<file path="src/rtl/serial_adder_pkg.sv">
// Shared types and defaults for the bit-serial word adder.
package serial_adder_pkg;

   localparam int unsigned WIDTH_DEFAULT = 8;

   typedef enum logic [1:0] {
      IDLE = 2'd0,
      RUN  = 2'd1,
      DONE = 2'd2
   } state_e;

endpackage

</file>
<file path="src/rtl/half_adder.sv">
// Single-bit half adder cell: sum and carry of two inputs.
module half_adder (
   input  logic a_i,
   input  logic b_i,
   output logic s_o,
   output logic c_o
);

   assign s_o = a_i ^ b_i;
   assign c_o = a_i & b_i;

endmodule

</file>
<file path="src/rtl/serial_word_adder_fa.sv">
// Combinational full adder built from two half_adder cells and an OR for the carry.
module full_adder_bit (
   input  logic a_i,
   input  logic b_i,
   input  logic c_i,
   output logic s_o,
   output logic c_o
);

   logic s1, c1, c2;

   half_adder u_ha1 (
      .a_i (a_i),
      .b_i (b_i),
      .s_o (s1),
      .c_o (c1)
   );

   half_adder u_ha2 (
      .a_i (s1),
      .b_i (c_i),
      .s_o (s_o),
      .c_o (c2)
   );

   assign c_o = c1 | c2;

endmodule

</file>
<file path="src/rtl/serial_word_adder.sv">
// Bit-serial WIDTH-bit adder: one full-adder cell, LSB first, one bit per clock.
module serial_word_adder
   import serial_adder_pkg::*;
#(
   parameter int unsigned WIDTH = WIDTH_DEFAULT
) (
   input  logic             clk,
   input  logic             rst_n,
   input  logic             start,
   input  logic [WIDTH-1:0] A,
   input  logic [WIDTH-1:0] B,
   input  logic             Cin,
   output logic             busy,
   output logic             done,
   output logic [WIDTH-1:0] S,
   output logic             Cout
);

   // One extra counter bit so WIDTH=1 and powers of two still reach WIDTH-1.
   localparam int unsigned   CW   = $clog2(WIDTH) + 1;
   localparam logic [CW-1:0] LAST = CW'(WIDTH - 1);

   state_e           state_q;
   logic [WIDTH-1:0] sha_q, shb_q, acc_q, s_q;
   logic [CW-1:0]    cnt_q;
   logic             carry_q, cout_q, busy_q, done_q;
   logic             fa_s, fa_c;
   logic [WIDTH-1:0] acc_d;

   full_adder_bit u_fa (
      .a_i (sha_q[0]),
      .b_i (shb_q[0]),
      .c_i (carry_q),
      .s_o (fa_s),
      .c_o (fa_c)
   );

   // Sum bit enters at the MSB; after WIDTH shifts the LSB-first bits line up.
   assign acc_d = (acc_q >> 1) | (WIDTH'(fa_s) << (WIDTH - 1));

   always_ff @(posedge clk) begin
      if (!rst_n) begin
         state_q <= IDLE;
         sha_q   <= '0;
         shb_q   <= '0;
         acc_q   <= '0;
         s_q     <= '0;
         cnt_q   <= '0;
         carry_q <= 1'b0;
         cout_q  <= 1'b0;
         busy_q  <= 1'b0;
         done_q  <= 1'b0;
      end else begin
         done_q <= 1'b0;
         unique case (state_q)
            IDLE, DONE: begin
               if (start) begin
                  sha_q   <= A;
                  shb_q   <= B;
                  carry_q <= Cin;
                  acc_q   <= '0;
                  cnt_q   <= '0;
                  busy_q  <= 1'b1;
                  state_q <= RUN;
               end else begin
                  state_q <= IDLE;
               end
            end
            RUN: begin
               sha_q   <= sha_q >> 1;
               shb_q   <= shb_q >> 1;
               acc_q   <= acc_d;
               carry_q <= fa_c;
               cnt_q   <= cnt_q + CW'(1);
               if (cnt_q == LAST) begin
                  s_q     <= acc_d;
                  cout_q  <= fa_c;
                  busy_q  <= 1'b0;
                  done_q  <= 1'b1;
                  state_q <= DONE;
               end
            end
            default: begin
               busy_q  <= 1'b0;
               state_q <= IDLE;
            end
         endcase
      end
   end

   assign busy = busy_q;
   assign done = done_q;
   assign S    = s_q;
   assign Cout = cout_q;

endmodule

</file>
<file path="config.mk">
export PLATFORM = sky130hd
export DESIGN_NAME = serial_word_adder
export DESIGN_NICKNAME = d
export VERILOG_FILES = /design/src/rtl/serial_adder_pkg.sv /design/src/rtl/half_adder.sv /design/src/rtl/serial_word_adder_fa.sv /design/src/rtl/serial_word_adder.sv
export SDC_FILE = /design/constraint.sdc
export NUM_CORES = 1
export LEC_CHECK = 0
export ABC_CLOCK_PERIOD_IN_PS = 2100
export BUFFER_PORTS_ARGS = -buffer_cell sky130_fd_sc_hd__buf_4
export CELL_PAD_IN_SITES_DETAIL_PLACEMENT = 1
export CELL_PAD_IN_SITES_GLOBAL_PLACEMENT = 2
export CORE_MARGIN = 1.5
export CORE_UTILIZATION = 35
export CTS_CLUSTER_DIAMETER = 80
export DETAILED_ROUTE_END_ITERATION = 8
export PLACE_DENSITY_LB_ADDON = 0.1
export SYNTH_ARGS = -nofsm -noshare
export SYNTH_HDL_FRONTEND = slang
export SYNTH_SLANG_ARGS = --single-unit
</file>
<file path="constraint.sdc">
create_clock -name clk -period 2.1 [get_ports clk]
set_clock_uncertainty 0.05 [all_clocks]
set_input_delay 0.42 -clock clk [delete_from_list [all_inputs] [get_ports clk]]
set_output_delay 0.42 -clock clk [all_outputs]
set_load 0.05 [all_outputs]
</file>
Word level (Yosys, flattened, before mapping)
Cells that the tools add are included.
- register bits after elaboration: 42
- bits of input ports: 20
- output and inout port bits: 11
- word-level logic and storage cells: 46
- $add $sub $neg: 1
- eq/ne operators: 5
- mux-type cells: 17
- bitwise logic cells: 6
- reductions and logical operators: 7
- operators by type and width (operator ; count):
    $pmux W8 S2 ; 3
    $mux W8 ; 3
    $or A7 B8 Y8 ; 1
    $pmux W4 S2 ; 1
    $reduce_and A2 Y1 ; 4
    $mux W1 ; 5
    $add A4 B1 Y4 const B ; 1
    $eq A4 B3 Y1 const B ; 1
    $mux W4 ; 1
    $ne A2 B2 Y1 const B ; 2
    $pmux W1 S2 ; 2
    $pmux W2 S2 ; 1
    $and A1 B1 Y1 ; 2
    $eq A2 B1 Y1 const B ; 1
    $eq A2 B2 Y1 const B ; 1
    $logic_not A2 Y1 ; 1
    $mux W2 ; 1
    $reduce_bool A2 Y1 ; 1
    $reduce_or A2 Y1 ; 1
    $xor A1 B1 Y1 ; 2
    $or A1 B1 Y1 ; 1

Depth between registers and ports, before layout
- depth after elaboration: 4
- depth in mapped cells: 5
- depth with buffers taken out: 4

Modules after synthesis
From an unflattened synthesis, not the netlist that was laid out.
- cell total of the unflattened synthesis: 187
- area total of the unflattened synthesis: 1715.4 µm²
- by module, submodules not included (module ; instances ; cells an instance ; area each (µm²) ; seq. area each (µm²)):
    serial_word_adder ; 1 ; 184 ; 1684.1 ; 820.8
    half_adder ; 2 ; 1 ; 12.5 ; 0.0
    full_adder_bit ; 1 ; 1 ; 6.3 ; 0.0

Worst setup path after synthesis
OpenSTA, ideal clock, no wires.
- path kind: input to register
- start point: in start
- end point: reg cnt_q[2]
- library setup time: 79 ps
- data arrival time: 1164 ps
- path slack: 806 ps
- cell stages on the path: 4
- buffers on the path: 1
- cells stage by stage: nor2b_1 > buf_2 > mux2_1 > a211oi_2
- cells in the longest elaborated chain, start to end: 2
- RTL lines (element ; line ; source):
    from (decl) ; serial_word_adder.sv:9 ; input logic start,
    $ne A2 B2 Y1 (no source line) ; - ;
    $reduce_and A2 Y1 (no source line) ; - ;
    to (signal assigned) ; serial_word_adder.sv:74 ; cnt_q <= cnt_q + CW'(1);
    to (decl) ; serial_word_adder.sv:25 ; logic [CW-1:0] cnt_q;
Every way passes these cells.
A chain may end at the register's enable or synchronous reset.

Worst setup path in the final report
- start point: reg state_q[0]
- end point: reg s_q[3] (netlist: S[3])
- cells in the longest elaborated chain, start to end: 2
- RTL lines (element ; line ; source):
    from (decl) ; serial_word_adder.sv:23 ; state_e state_q;
    from (signal assigned) ; serial_word_adder.sv:43 ; state_q <= IDLE;
    from (signal assigned) ; serial_word_adder.sv:64 ; state_q <= RUN;
    from (signal assigned) ; serial_word_adder.sv:66 ; state_q <= IDLE;
    $eq A2 B1 Y1 ; serial_word_adder.sv:55 ; unique case (state_q)
    $reduce_and A2 Y1 (no source line) ; - ;
    to (signal assigned) ; serial_word_adder.sv:47 ; s_q <= '0;
    to (signal assigned) ; serial_word_adder.sv:76 ; s_q <= acc_d;
    to (decl) ; serial_word_adder.sv:24 ; logic [WIDTH-1:0] sha_q, shb_q, acc_q, s_q;
Every way passes these cells.

==> metrics.yaml <==
floorplan:
  die_w_um: 72.0
  start_util_pct: 37.3
  die_y_um: 72.0
  coreArea_sq_um: 4470
  die_area_sq_um: 5190
  fp-row-count: 24
  num_io_pins: 31
clock_tree:
  clk_latency_ns: 0.28
  cts_tree: "done"
  cts-hold-fix-buffers: 0
  cts_resized: 0
  path_clk_slew_ns: 0.08
  post_cts_buffers: 0
  cts.sinks: 41
  cts_made_buffers: 5
  clockBufferDepth: 2
  clockRootBuffer: "clkbuf_8"
  h-tree-depth: 2
synth:
  yosys.area.top_type_share_pct: 49.2
  yosysTopAreaCell: "dfxtp_1"
  yosysMostFrequentCell: "dfxtp_1"
  syn_nets: 208
  synth_edf_count: 0
  synth_area_leaders: "dfxtp_1 49%, a21oi_1 8.4%, nand3_1 8.1%, a22oi_1 6.8%, nand2_1 6.8%"
  synth.distinct_cells: 24
  seq_area_frac_synth_pct: 49.2
  synthArstFlopShare_pct: 0
  netlist_area_sq_um: 1670
  synth-seq-cells: 41
  synthTopCellsByCount: "41 x dfxtp_1, 30 x nand2_1, 28 x a21oi_1"
  ys.flop_type: "dfxtp_1"
  synth_cells: 186
  yosysWarnings: 0
  synth.avg_cell_area_sq_um: 8.97
finish:
  multi_input_area_sq_um: 748
  layoutNonFillerInstCount: 264
  drive_gt1_share_pct: 21.2
  diodes: 0
  area_growth_syn_to_layout_pct: 20.6
  num-nets-final: 234
  fillCellCount: 524
  seq_area_sq_um: 821
min_path:
  holdPathEnd: "shb_q[7]"
  min_path_type: "input port to register"
  hp-start: "B[7]"
  hold_depth: 3
detailed_routing:
  wl_per_cell_um: 14.6
  vias_per_cell: 5.30
  drcViolationCount: 0
  totalWireLength_um: 3860
  first_pass_iters: 4
  drt-initial-drc-count: 52
  vias: 1400
  postRouteAntennaNets: 0
sta:
  worst_pin_slew_ns: 0.352
  fmax_mhz: 655
  setup_violations: 0
  post-route-period-util_pct: 72.7
  final.setup.tns_ns: 0
  period_needed_ns: 1.53
  hold_viol: 0
  maxSlewViolCount: 0
  rsz0062_at_grt: "false"
  slew_headroom_pct: 76.5
  setup_slack_ns: 0.573
global_route:
  antenna_found_initial: 0
  grt_overflow_total: 0
  grt.total_usage_pct: 16.2
  grt_pass1_vias: 1461
  grt_start_max_net_pins: 29
  grt_pass1_wl_um: 6710
placed_design:
  portBuffers: 30
  dpl_worst_slack_ns: 0.568
  dp_hpwl_um: 2710
  finalWeightedCongestion: 0.696
  dp.cells: 257
critical_path:
  path_cells: "and2b_1 > and4b_4 > mux2i_1"
  r2r_start: "state_q[0]"
  r2r-end: "S[3]"
  cp.arrival_ns: 1.69
  cp-end-kind: "register"
  crit_type: "register to register"
  r2r_slack_ns: 0.57
  rr_worst_depth: 3
  crit_required_ns: 2.26
  cpPeakStageDelay_ns: 0.43
  crit_fanout: 11
  slowest_stage: "and4b_4"
  critPathLaunchType: "register"
pwr:
  finalPower_mw: 1.60
  irDropWorstVdd_v: 0.000392
  p_per_area_nw_per_um2: 795
  p_leak_nw: 0.758
flow_run:
  cap_violations: 0
status:
  status: "completed"
## report_power, final
group          internal, mW  switching [mW]  total [mW]
sequential            0.807          0.0191       0.826
clock                 0.346           0.257       0.602
combinational        0.0695           0.103       0.172
## sequential cells by signal (all words and copies together), names as in the netlist
signal   flops
sha_q        8
S            8
shb_q        8
busy         1
Cout         1
acc_q        7
carry_q      1
state_q      2
cnt_q        4
done         1
## worst max-delay path by stage
stage                          start       end  slack, ns  cells after the start
after global routing      state_q[0]      S[4]       0.45                      3
after global placement    state_q[0]      S[3]       0.68                      3
after detailed placement  state_q[0]      S[3]       0.57                      3
after floorplan                start  cnt_q[2]       0.81                      4
after CTS                 state_q[0]      S[3]       0.54                      3
final                     state_q[0]      S[3]       0.57                      3
## final cells by class
cell class                 count  share of cell area [%]
sequential                    41                    40.8
multi-input combinational    127                    37.2
timing repair buffer          36                    13.4
clock buffer                   5                    3.42
tap                           52                    3.23
clock inverter                 2                    1.74
inverter                       1                   0.187
## critical path, delay by kind of cell, from the launching register on
| family | cells | cell delay [ns] |
|---|---|---|
| flops | 1 | 0.38 |
| mux | 1 | 0.23 |
| simple gates | 2 | 0.79 |
## per-layer routing
layer  share of wire (%)  global-route usage (%)
met1                  48                    21.5
met2                  49                    26.6
met3                 2.7                    3.89
met4                0.52                    4.40
met5                   0                       0
## kinds of logic (layout without fill, tap and decap cells)
group	count (synthesis)	in the layout	synth area share, %
flip-flops	41	41	49.2
AND/OR/NAND/NOR	69	69	19.8
multiplexers	11	11	6.68
buffers and inverters	18	44	5.93
adder cells (fa/ha/maj)	2	2	1.95
AO/OA/AOI/OAI	45	45	16.4
## cells in the final DEF (no fill, tap or decap), types with 2 or more instances in the layout
cell and instances:
clkbuf_8 5, and2_1 2, nand2_1 30, dfxtp_1 41, a21oi_1 28, nand3_1 27, a22oi_1 15, nand2b_1 4
mux2i_1 10, buf_4 36
## through the flow
step                      utilization, %  hold WS (ns)  instance area [sq um]
final                               45.0         0.331                   2010
after global routing                45.0         0.338                   2010
after CTS                           45.0         0.321                   2010
after detailed placement            42.6         0.404                   1910
after global placement              42.6         0.396                   1910
after floorplan                        -         0.388                   1670
Note: power is estimated with default switching activity, not from simulation.
